**config.mk**
```make
export PLATFORM = sky130hd
export DESIGN_NAME = tmds_channel_decoder
export DESIGN_NICKNAME = d
export VERILOG_FILES = /design/src/rtl/tmds_channel_decoder.sv
export SDC_FILE = /design/constraint.sdc
export NUM_CORES = 1
export LEC_CHECK = 0
export ABC_AREA = 1
export ABC_CLOCK_PERIOD_IN_PS = 2900
export CORE_MARGIN = 3
export CORE_UTILIZATION = 43
export DETAILED_ROUTE_END_ITERATION = 6
export PLACE_DENSITY = 0.69
export SYNTH_ARGS = -nofsm -noshare
export SYNTH_HDL_FRONTEND = slang
export SYNTH_SLANG_ARGS = --single-unit
```
**constraint.sdc**
```tcl
create_clock -name PixClk -period 2.9 [get_ports PixClk]
set_clock_uncertainty 0.1 [all_clocks]
set_input_delay 0.435 -clock PixClk [delete_from_list [all_inputs] [get_ports PixClk]]
set_output_delay 0.435 -clock PixClk [all_outputs]
set_load 0.005 [all_outputs]
```
**src/rtl/tmds_channel_decoder.sv**
```systemverilog
// TMDS channel decoder: receive-side alignment and symbol decode for one colour channel.
// Raw 10-bit words from the deserializer are windowed against the previous
// word, bit-slipped until a run of control tokens is found, then decoded back
// into pixel data (DE=1) or control bits C0/C1 (DE=0). Locked reports the
// alignment state to the link-status logic.
module tmds_channel_decoder #(
  parameter int LOCK_COUNT   = 16,
  parameter int SLIP_TIMEOUT = 1024,
  parameter int MAX_RUN      = 2048
) (
  input  logic       PixClk,
  input  logic       nReset,
  input  logic [9:0] RawSymbol,
  output logic [7:0] Data,
  output logic       C0,
  output logic       C1,
  output logic       DE,
  output logic       Locked,
  output logic [3:0] Offset
);

  // Counters are sized to hold their terminal value and saturate there.
  localparam int HIT_W  = $clog2(LOCK_COUNT + 1);
  localparam int MISS_W = $clog2(SLIP_TIMEOUT + 1);
  localparam int RUN_W  = $clog2(MAX_RUN + 1);

  localparam logic [HIT_W-1:0]  HIT_ONE   = HIT_W'(1);
  localparam logic [HIT_W-1:0]  HIT_SAT   = '1;
  localparam logic [HIT_W-1:0]  HIT_LOCK  = HIT_W'(LOCK_COUNT);
  localparam logic [MISS_W-1:0] MISS_ONE  = MISS_W'(1);
  localparam logic [MISS_W-1:0] MISS_SAT  = '1;
  localparam logic [MISS_W-1:0] MISS_SLIP = MISS_W'(SLIP_TIMEOUT - 1);
  localparam logic [RUN_W-1:0]  RUN_ONE   = RUN_W'(1);
  localparam logic [RUN_W-1:0]  RUN_SAT   = '1;
  localparam logic [RUN_W-1:0]  RUN_LOST  = RUN_W'(MAX_RUN);

  // Alignment FSM states.
  localparam logic [0:0] ST_SEARCH = 1'b0;
  localparam logic [0:0] ST_LOCKED = 1'b1;

  // The four TMDS control tokens, written MSB first (bit 0 is sent first).
  localparam logic [9:0] TOK_00 = 10'b1101010100;
  localparam logic [9:0] TOK_10 = 10'b0010101011;
  localparam logic [9:0] TOK_01 = 10'b0101010100;
  localparam logic [9:0] TOK_11 = 10'b1010101011;

  function automatic logic [HIT_W-1:0] sat_inc_hit(input logic [HIT_W-1:0] v);
    return (v == HIT_SAT) ? v : v + HIT_ONE;
  endfunction

  function automatic logic [MISS_W-1:0] sat_inc_miss(input logic [MISS_W-1:0] v);
    return (v == MISS_SAT) ? v : v + MISS_ONE;
  endfunction

  function automatic logic [RUN_W-1:0] sat_inc_run(input logic [RUN_W-1:0] v);
    return (v == RUN_SAT) ? v : v + RUN_ONE;
  endfunction

  // Bit-slip offset walks 0..9 and wraps.
  function automatic logic [3:0] next_offset(input logic [3:0] off);
    return (off == 4'd9) ? 4'd0 : off + 4'd1;
  endfunction

  // Undo the transition-minimising stage of the TMDS encoder.
  function automatic logic [7:0] decode_data(input logic [9:0] s);
    logic [7:0] q;
    logic [7:0] d;
    q    = s[9] ? ~s[7:0] : s[7:0];
    d    = '0;
    d[0] = q[0];
    for (int i = 1; i < 8; i++) begin
      d[i] = s[8] ? (q[i] ^ q[i-1]) : ~(q[i] ^ q[i-1]);
    end
    return d;
  endfunction

  logic [0:0]        state;
  logic [0:0]        state_nxt;
  logic [9:0]        prev_word;
  logic [HIT_W-1:0]  hit_cnt;
  logic [HIT_W-1:0]  hit_nxt;
  logic [HIT_W-1:0]  hit_inc;
  logic [MISS_W-1:0] miss_cnt;
  logic [MISS_W-1:0] miss_nxt;
  logic [MISS_W-1:0] miss_inc;
  logic [RUN_W-1:0]  run_cnt;
  logic [RUN_W-1:0]  run_nxt;
  logic [RUN_W-1:0]  run_inc;
  logic [3:0]        offset_nxt;
  logic [7:0]        data_nxt;
  logic              c0_nxt;
  logic              c1_nxt;
  logic              de_nxt;
  logic              locked_nxt;

  // Window stage: offset 9 needs bits [18:9], so RawSymbol[9] never reaches the window.
  logic [18:0] win;
  logic [9:0]  sym;
  logic        is_ctrl;
  logic        tok_c0;
  logic        tok_c1;
  logic [7:0]  sym_data;

  assign win      = {RawSymbol[8:0], prev_word};
  assign hit_inc  = sat_inc_hit(hit_cnt);
  assign miss_inc = sat_inc_miss(miss_cnt);
  assign run_inc  = sat_inc_run(run_cnt);
  assign sym_data = decode_data(sym);

  // Select the 10-bit symbol at the current bit-slip offset.
  always_comb begin
    sym = win[9:0];
    case (Offset)
      4'd0:    sym = win[9:0];
      4'd1:    sym = win[10:1];
      4'd2:    sym = win[11:2];
      4'd3:    sym = win[12:3];
      4'd4:    sym = win[13:4];
      4'd5:    sym = win[14:5];
      4'd6:    sym = win[15:6];
      4'd7:    sym = win[16:7];
      4'd8:    sym = win[17:8];
      4'd9:    sym = win[18:9];
      default: sym = win[9:0];
    endcase
  end

  // Classify the windowed symbol as one of the four control tokens.
  always_comb begin
    is_ctrl = 1'b0;
    tok_c0  = 1'b0;
    tok_c1  = 1'b0;
    case (sym)
      TOK_00: begin is_ctrl = 1'b1; tok_c0 = 1'b0; tok_c1 = 1'b0; end
      TOK_10: begin is_ctrl = 1'b1; tok_c0 = 1'b1; tok_c1 = 1'b0; end
      TOK_01: begin is_ctrl = 1'b1; tok_c0 = 1'b0; tok_c1 = 1'b1; end
      TOK_11: begin is_ctrl = 1'b1; tok_c0 = 1'b1; tok_c1 = 1'b1; end
      default: begin is_ctrl = 1'b0; tok_c0 = 1'b0; tok_c1 = 1'b0; end
    endcase
  end

  // Alignment FSM and output decode: next-state computation.
  always_comb begin
    state_nxt  = state;
    hit_nxt    = hit_cnt;
    miss_nxt   = miss_cnt;
    run_nxt    = run_cnt;
    offset_nxt = Offset;
    data_nxt   = Data;
    c0_nxt     = C0;
    c1_nxt     = C1;
    de_nxt     = DE;
    locked_nxt = Locked;
    case (state)
      ST_SEARCH: begin
        // Outputs stay quiet until alignment is established.
        data_nxt   = '0;
        c0_nxt     = 1'b0;
        c1_nxt     = 1'b0;
        de_nxt     = 1'b0;
        locked_nxt = 1'b0;
        miss_nxt   = miss_inc;
        hit_nxt    = is_ctrl ? hit_inc : '0;
        if (is_ctrl && (hit_inc == HIT_LOCK)) begin
          // Lock wins over a slip falling due in the same cycle.
          state_nxt  = ST_LOCKED;
          locked_nxt = 1'b1;
          hit_nxt    = '0;
          miss_nxt   = '0;
          run_nxt    = '0;
        end else if (miss_cnt == MISS_SLIP) begin
          offset_nxt = next_offset(Offset);
          hit_nxt    = '0;
          miss_nxt   = '0;
        end
      end
      default: begin
        locked_nxt = 1'b1;
        if (is_ctrl) begin
          de_nxt   = 1'b0;
          c0_nxt   = tok_c0;
          c1_nxt   = tok_c1;
          data_nxt = '0;
          run_nxt  = '0;
        end else if (run_inc == RUN_LOST) begin
          // Too long without a control token: alignment is presumed lost.
          state_nxt  = ST_SEARCH;
          locked_nxt = 1'b0;
          data_nxt   = '0;
          c0_nxt     = 1'b0;
          c1_nxt     = 1'b0;
          de_nxt     = 1'b0;
          hit_nxt    = '0;
          miss_nxt   = '0;
          run_nxt    = '0;
        end else begin
          // C0/C1 hold their last token value through data periods.
          de_nxt   = 1'b1;
          data_nxt = sym_data;
          run_nxt  = run_inc;
        end
      end
    endcase
  end

  // Register stage: previous word, alignment state and decoded outputs.
  always_ff @(posedge PixClk or negedge nReset) begin
    if (!nReset) begin
      prev_word <= '0;
      state     <= ST_SEARCH;
      hit_cnt   <= '0;
      miss_cnt  <= '0;
      run_cnt   <= '0;
      Offset    <= '0;
      Data      <= '0;
      C0        <= 1'b0;
      C1        <= 1'b0;
      DE        <= 1'b0;
      Locked    <= 1'b0;
    end else begin
      prev_word <= RawSymbol;
      state     <= state_nxt;
      hit_cnt   <= hit_nxt;
      miss_cnt  <= miss_nxt;
      run_cnt   <= run_nxt;
      Offset    <= offset_nxt;
      Data      <= data_nxt;
      C0        <= c0_nxt;
      C1        <= c1_nxt;
      DE        <= de_nxt;
      Locked    <= locked_nxt;
    end
  end

endmodule

```
Word level (Yosys, flattened, before mapping)
Index checks and enable logic that the tools add are counted.

storage, ports and cells
  memories = 0
  memory bits (read-only) = 0
  word-level logic and storage cells = 107
  flip-flop bits (word level) = 54
  bits in latches = 0
  bits in writable memories = 0
  output and inout bits = 16

operators by class
  reductions and logical operators = 8
  add/sub/neg operators = 4
  muxes and demuxes = 45
  multipliers = 0
  magnitude comparators = 0
  equal/unequal tests = 23
  shift-type cells = 0
  div/mod/pow operators = 0
  bitwise gates (word level) = 17

operator list
  cell                   number
  $pmux 10 s9            1
  $mux 11                6
  $mux 12                5
  $mux 5                 7
  $mux 8                 4
  $eq 12x12->1 const B   2
  $mux 1                 21
  $eq 10x10->1 const B   2
  $eq 4x3->1 const B     4
  $add 12x1->12 const B  1
  $add 11x1->11 const B  1
  $eq 11x10->1 const B   1
  $eq 11x11->1 const B   1
  $eq 10x8->1 const B    1
  $eq 10x9->1 const B    1
  $eq 5x5->1 const B     2
  $not 1->1              9
  $eq 4x2->1 const B     2
  $eq 4x4->1 const B     2
  $not 8->8              1
  $xor 1x1->1            7
  $reduce_and 3->1       2
  $add 5x1->5 const B    1
  $add 4x1->4 const B    1
  other kinds (11)       12

Longest topological paths before layout
  word-level depth = 10
  mapped depth = 19
  depth with buffers taken out = 18

Least setup slack after synthesis
No wires, ideal clock.

  kind = flip-flop to flip-flop
  start = register Offset[3]
  end = register run_cnt[0]
  arrival = 2.175 ns
  cell stages (with the launch flop) = 18
  path slack = 0.498 ns
  data required time = 2.672 ns
  cells stage by stage = dfrtp_1 > clkbuf_2 > nor2_1 > buf_4 > nand3_1 > nand2_1 > nor2_1 > nand3_1 > nand2_1 > nor2_1 > nand2_1 > nor2_1 > nand2_1 > nand2_2 > inv_2 > nand3b_1 > buf_4 > o22ai_1

between the ends
  longest elaborated chain between the ends = 7
  elaborated cells between the ends (all ways) = 20
  those cells by class = eq/ne (13); mux (4); reduce/logical (3)

ends and longest elaborated chain
  item                                                 line      text
  from (decl)                                          19        output logic [3:0] Offset
  from (signal assigned)                               226       Offset <= offset_nxt;
  $eq 4x4->1 (tied with other cells)                   113       case (Offset)
  $pmux 10 s9 *                                        113
  $eq 10x10->1 (tied with other cells)                 133       case (sym)
  $reduce_or 4->1 (no source line) *                   --
  $mux 1 *                                             133
  $mux 12 / $logic_and 1x1->1 (equally long branches)  179, 164
  $mux 12 / $reduce_bool 2->1 (equally long branches)  --
  to (signal assigned)                                 225       run_cnt <= run_nxt;
  to (decl)                                            86        logic [RUN_W-1:0] run_cnt;

Mark *: on every way between the ends. The rest lies on a longest branch, timed or not.
A chain may end at the register's enable or synchronous reset.

Final worst setup path
  start = register Offset[2]
  end = register miss_cnt[7]

between the ends
  longest elaborated chain between the ends = 8
  elaborated cells between the ends (all ways) = 22
  those cells by class = eq/ne (15); mux (4); reduce/logical (3)

ends and longest elaborated chain
  item                                                                 line  text
  $eq 4x4->1 (tied with other cells)                                   113
  $pmux 10 s9 *                                                        113
  $eq 10x10->1 (tied with other cells)                                 133
  $reduce_or 4->1 (no source line) *                                   --
  $mux 1 *                                                             133
  $logic_and 1x1->1                                                    164   if (is_ctrl && (hit_inc == HIT_LOCK)) begin
  $ne 4x2->1 (no source line) / $mux 11 (equally long branches)        --
  $reduce_and 3->1 (no source line) / $mux 11 (equally long branches)  --
  to (signal assigned)                                                 224   miss_cnt <= miss_nxt;
  to (decl)                                                            83    logic [MISS_W-1:0] miss_cnt;

Marks and branches as above.

==> results.json <==
{
  "crit_path_end_kind": "flop",
  "post_route_cells_drive_above_1_share": 0.125,
  "netlist_area_um2": 3790,
  "setup_tns_ps": 0,
  "slew-limit-headroom": 0.678,
  "average_detailed_routed_wire_length_per_instance_um": 13.8,
  "routabilityCongestion": 0.990,
  "finish.net_count": 645,
  "critical_path.max_fanout": 17,
  "holdPathStages": 2,
  "yosys.area.top_type": "sky130_fd_sc_hd__dfrtp_1",
  "die-width_um": 99.9,
  "leakagePower_uw": 0.00218,
  "ys_types": 35,
  "ant_nets": 0,
  "groute.usage.overall": 0.212,
  "setup_viol_count_final": 0,
  "number_of_synthesized_register_bits": 54,
  "crit_path_max_incr_delay_ps": 480,
  "slowest_stage": "sky130_fd_sc_hd__dfrtp_2",
  "start_util": 0.453,
  "boundaryPins": 28,
  "dr_total_vias": 3967,
  "seq_area_frac_synth": 0.356,
  "multi_input_comb_area_um2": 2200,
  "antennaDiodeCount": 0,
  "fill_cells": 816,
  "yosysTopAreaCellShare": 0.356,
  "post_synth_main_area_contributors": "sky130_fd_sc_hd__dfrtp_1 (36%), sky130_fd_sc_hd__nand2_1 (18%), sky130_fd_sc_hd__nor2_1 (10%), sky130_fd_sc_hd__nand3_1 (9.2%), sky130_fd_sc_hd__inv_1 (5.4%)",
  "achievable_frequency_mhz": 375,
  "grt_pass1_vias": 3686,
  "vdd_ir_drop_max_uv": 179,
  "die_area_um2": 9990,
  "count_of_unresolved_drc_violations_after_routing": 0,
  "core-area_um2": 8380,
  "start_to_end_type_of_the_worst_setup_path": "flop to flop",
  "area.sequential_um2": 1360,
  "portBuffers": 27,
  "htree_levels": 2,
  "area_delta_synth_final_pct": 17.8,
  "worstReg2RegStart": "Offset[2]",
  "tmin_final_ps": 2670,
  "pin_count_of_the_biggest_net_entering_global_routing": 25,
  "worst_ep_required_time_ps": 3020,
  "cts.root.buffer_cell": "sky130_fd_sc_hd__clkbuf_8",
  "drt_first_pass_iters": 5,
  "worstRegToRegCells": 17,
  "chipHeight_um": 99.9,
  "period_share": 0.921,
  "cts.sinks": 54,
  "post_synthesis_net_count": 601,
  "cts_made_buffers": 5,
  "routed_wirelength_um": 10200,
  "min_path_type": "flop to flop",
  "max_cap_viol_count": 0,
  "tightest_slew_ps": 481,
  "fin_hold_ws_ps": 387,
  "worst_setup_path_start_kind": "flop",
  "grt_pass1_wl_um": 17400,
  "utilization": 0.533,
  "place.detailed.hpwl_um": 7690,
  "critical_path.cell_chain": "inv_2 > nor2_2 > buf_12 > nand2_1 > o21ai_0 > nor2_1 > nand3_1 > nand2_1 > nand3_1 > nor2_1 > nand2_1 > nand2_4 > nand2_4 > nand3_4 > nand2_2 > nand2_1 > nand2_1",
  "slew_viol_final": 0,
  "outcome": "finished, final reports clean",
  "reg2reg_slack_ps": 230,
  "clk-insertion-delay-late_ps": 320,
  "cts_clk_pin_slew_worst_paths_ps": 110,
  "cts_buffer_depth": 2,
  "antenna_found_initial": 0,
  "detail_route.vias_per_cell": 5.39,
  "synth.yosys.warnings": 0,
  "drt_iter0_markers": 389,
  "min_from": "miss_cnt[8]",
  "report.final.hold_viol_count": 0,
  "holdPathEnd": "miss_cnt[8]",
  "r2r-end": "miss_cnt[7]",
  "cts_setup_buffers": 0,
  "core.rowCount": 33,
  "cpMostUsedCell": "sky130_fd_sc_hd__nand2_1",
  "power_per_cell_area_nw_per_um2": 295,
  "syn_inst": 586,
  "cp_data_arrival_time_ps": 2790,
  "globalRouteOverflowTotal": 0,
  "tritoncts": "yes",
  "syn_avg_cell_area_um2": 6.47
}
sequential cells by signal, summed over array words and instances (netlist names), 4 cells and up:
name	count
run_cnt	12
miss_cnt	11
prev_word	10
Data	8
hit_cnt	5
Offset	4
metal layers:
layer / global-route usage / part of all wire
met1: 0.303 / 0.47
met2: 0.323 / 0.46
met3: 0.0493 / 0.060
met4: 0.0546 / 0.0090
met5: 0 / 0
metrics by stage:
step	instances	instance area (um^2)	worst slack [ps]	total power, uW
after floorplan	586	3790	498	824
after global placement	727	4290	-17.8	876
after detailed placement	727	4290	-50.3	876
after CTS	736	4390	122	1340
after global routing	736	4470	-0.955	1380
final	736	4470	230	1320
critical path: cells and delay by family (launching register included):
kind / cells / cell delay (ps)
AND/OR/NAND/NOR: 14 / 1590
AO/OA/AOI/OAI: 1 / 100
buffers and inverters: 2 / 280
flip-flops: 1 / 480
where the power goes:
part	total, uW	internal (uW)	switching (uW)
registers	773	760	13.0
clock network	454	174	280
logic	90.7	35.3	55.4
total	1320	969	349
logic make-up (layout without fill, tap and decap cells):
| group | after synthesis | after routing | share of synthesized area |
|---|---|---|---|
| AO/OA/AOI/OAI | 50 | 50 | 0.0729 |
| XOR/XNOR | 18 | 18 | 0.0416 |
| adder cells (fa/ha/maj) | 3 | 3 | 0.00990 |
| buffers and inverters | 74 | 119 | 0.0818 |
| flip-flops | 54 | 54 | 0.356 |
| multiplexers | 1 | 1 | 0.00264 |
| AND/OR/NAND/NOR | 386 | 386 | 0.435 |
worst max path at each step:
stage	from	endpoint	cells after the start
after global routing	Offset[2]	C0	17
after global placement	RawSymbol[0]	miss_cnt[9]	16
after detailed placement	RawSymbol[0]	miss_cnt[7]	16
final	Offset[2]	miss_cnt[7]	17
after CTS	Offset[0]	miss_cnt[7]	18
after floorplan	Offset[3]	run_cnt[0]	17
timing repair:
item	CTS	global route
hold buffers	1	0
setup endpoints to repair	0	40
gates resized for setup	0	27
endpoints found under the hold margin	14	0
cell type report:
cell class,count,share of cell area
clock buffers,5,0.0154
clock inverters,3,0.00532
inverters,60,0.0504
multi-input cells,458,0.493
flip-flops and latches,54,0.303
well taps,105,0.0294
repair buffers,51,0.103
synth_stat cells, drive strengths merged:
library cell  number
nand2            183
nor2             105
nand3             72
inv               60
dfrtp             54
o21ai             29
xor2              13
buf               12
a21oi             10
nor3               9
or2                8
o22ai              7
xnor2              5
nand3b             4
nand4              4
ha                 3
clkbuf             2
a211oi             1
a221oi             1
a31oi              1
mux2i              1
nor4               1
o211ai             1
placed cells by master (no fill, tap or decap), types with 2 or more instances in the layout:
cell type | Yosys | routed
sky130_fd_sc_hd__clkbuf_8 | 0 | 5
sky130_fd_sc_hd__o21ai_0 | 26 | 25
sky130_fd_sc_hd__nand2_1 | 177 | 169
sky130_fd_sc_hd__o21ai_1 | 2 | 3
sky130_fd_sc_hd__xor2_1 | 13 | 13
sky130_fd_sc_hd__nor2_2 | 4 | 6
sky130_fd_sc_hd__o22ai_1 | 7 | 7
sky130_fd_sc_hd__inv_1 | 55 | 55
sky130_fd_sc_hd__nor2_1 | 101 | 94
sky130_fd_sc_hd__nand2_2 | 4 | 11
sky130_fd_sc_hd__dfrtp_2 | 0 | 4
sky130_fd_sc_hd__clkinvlp_4 | 0 | 2
sky130_fd_sc_hd__dfrtp_1 | 54 | 50
sky130_fd_sc_hd__nand3_1 | 70 | 70
sky130_fd_sc_hd__nor3_1 | 9 | 8
sky130_fd_sc_hd__a21oi_1 | 9 | 9
sky130_fd_sc_hd__buf_4 | 4 | 22
sky130_fd_sc_hd__nand3b_1 | 4 | 4
sky130_fd_sc_hd__inv_2 | 5 | 5
sky130_fd_sc_hd__or2_2 | 8 | 8
sky130_fd_sc_hd__clkdlybuf4s50_1 | 0 | 26
sky130_fd_sc_hd__nor2_4 | 0 | 5
sky130_fd_sc_hd__nand2_4 | 2 | 3
sky130_fd_sc_hd__nand4_1 | 4 | 4
sky130_fd_sc_hd__ha_1 | 3 | 3
sky130_fd_sc_hd__xnor2_1 | 5 | 5
Power figures use the tool's default switching activity.
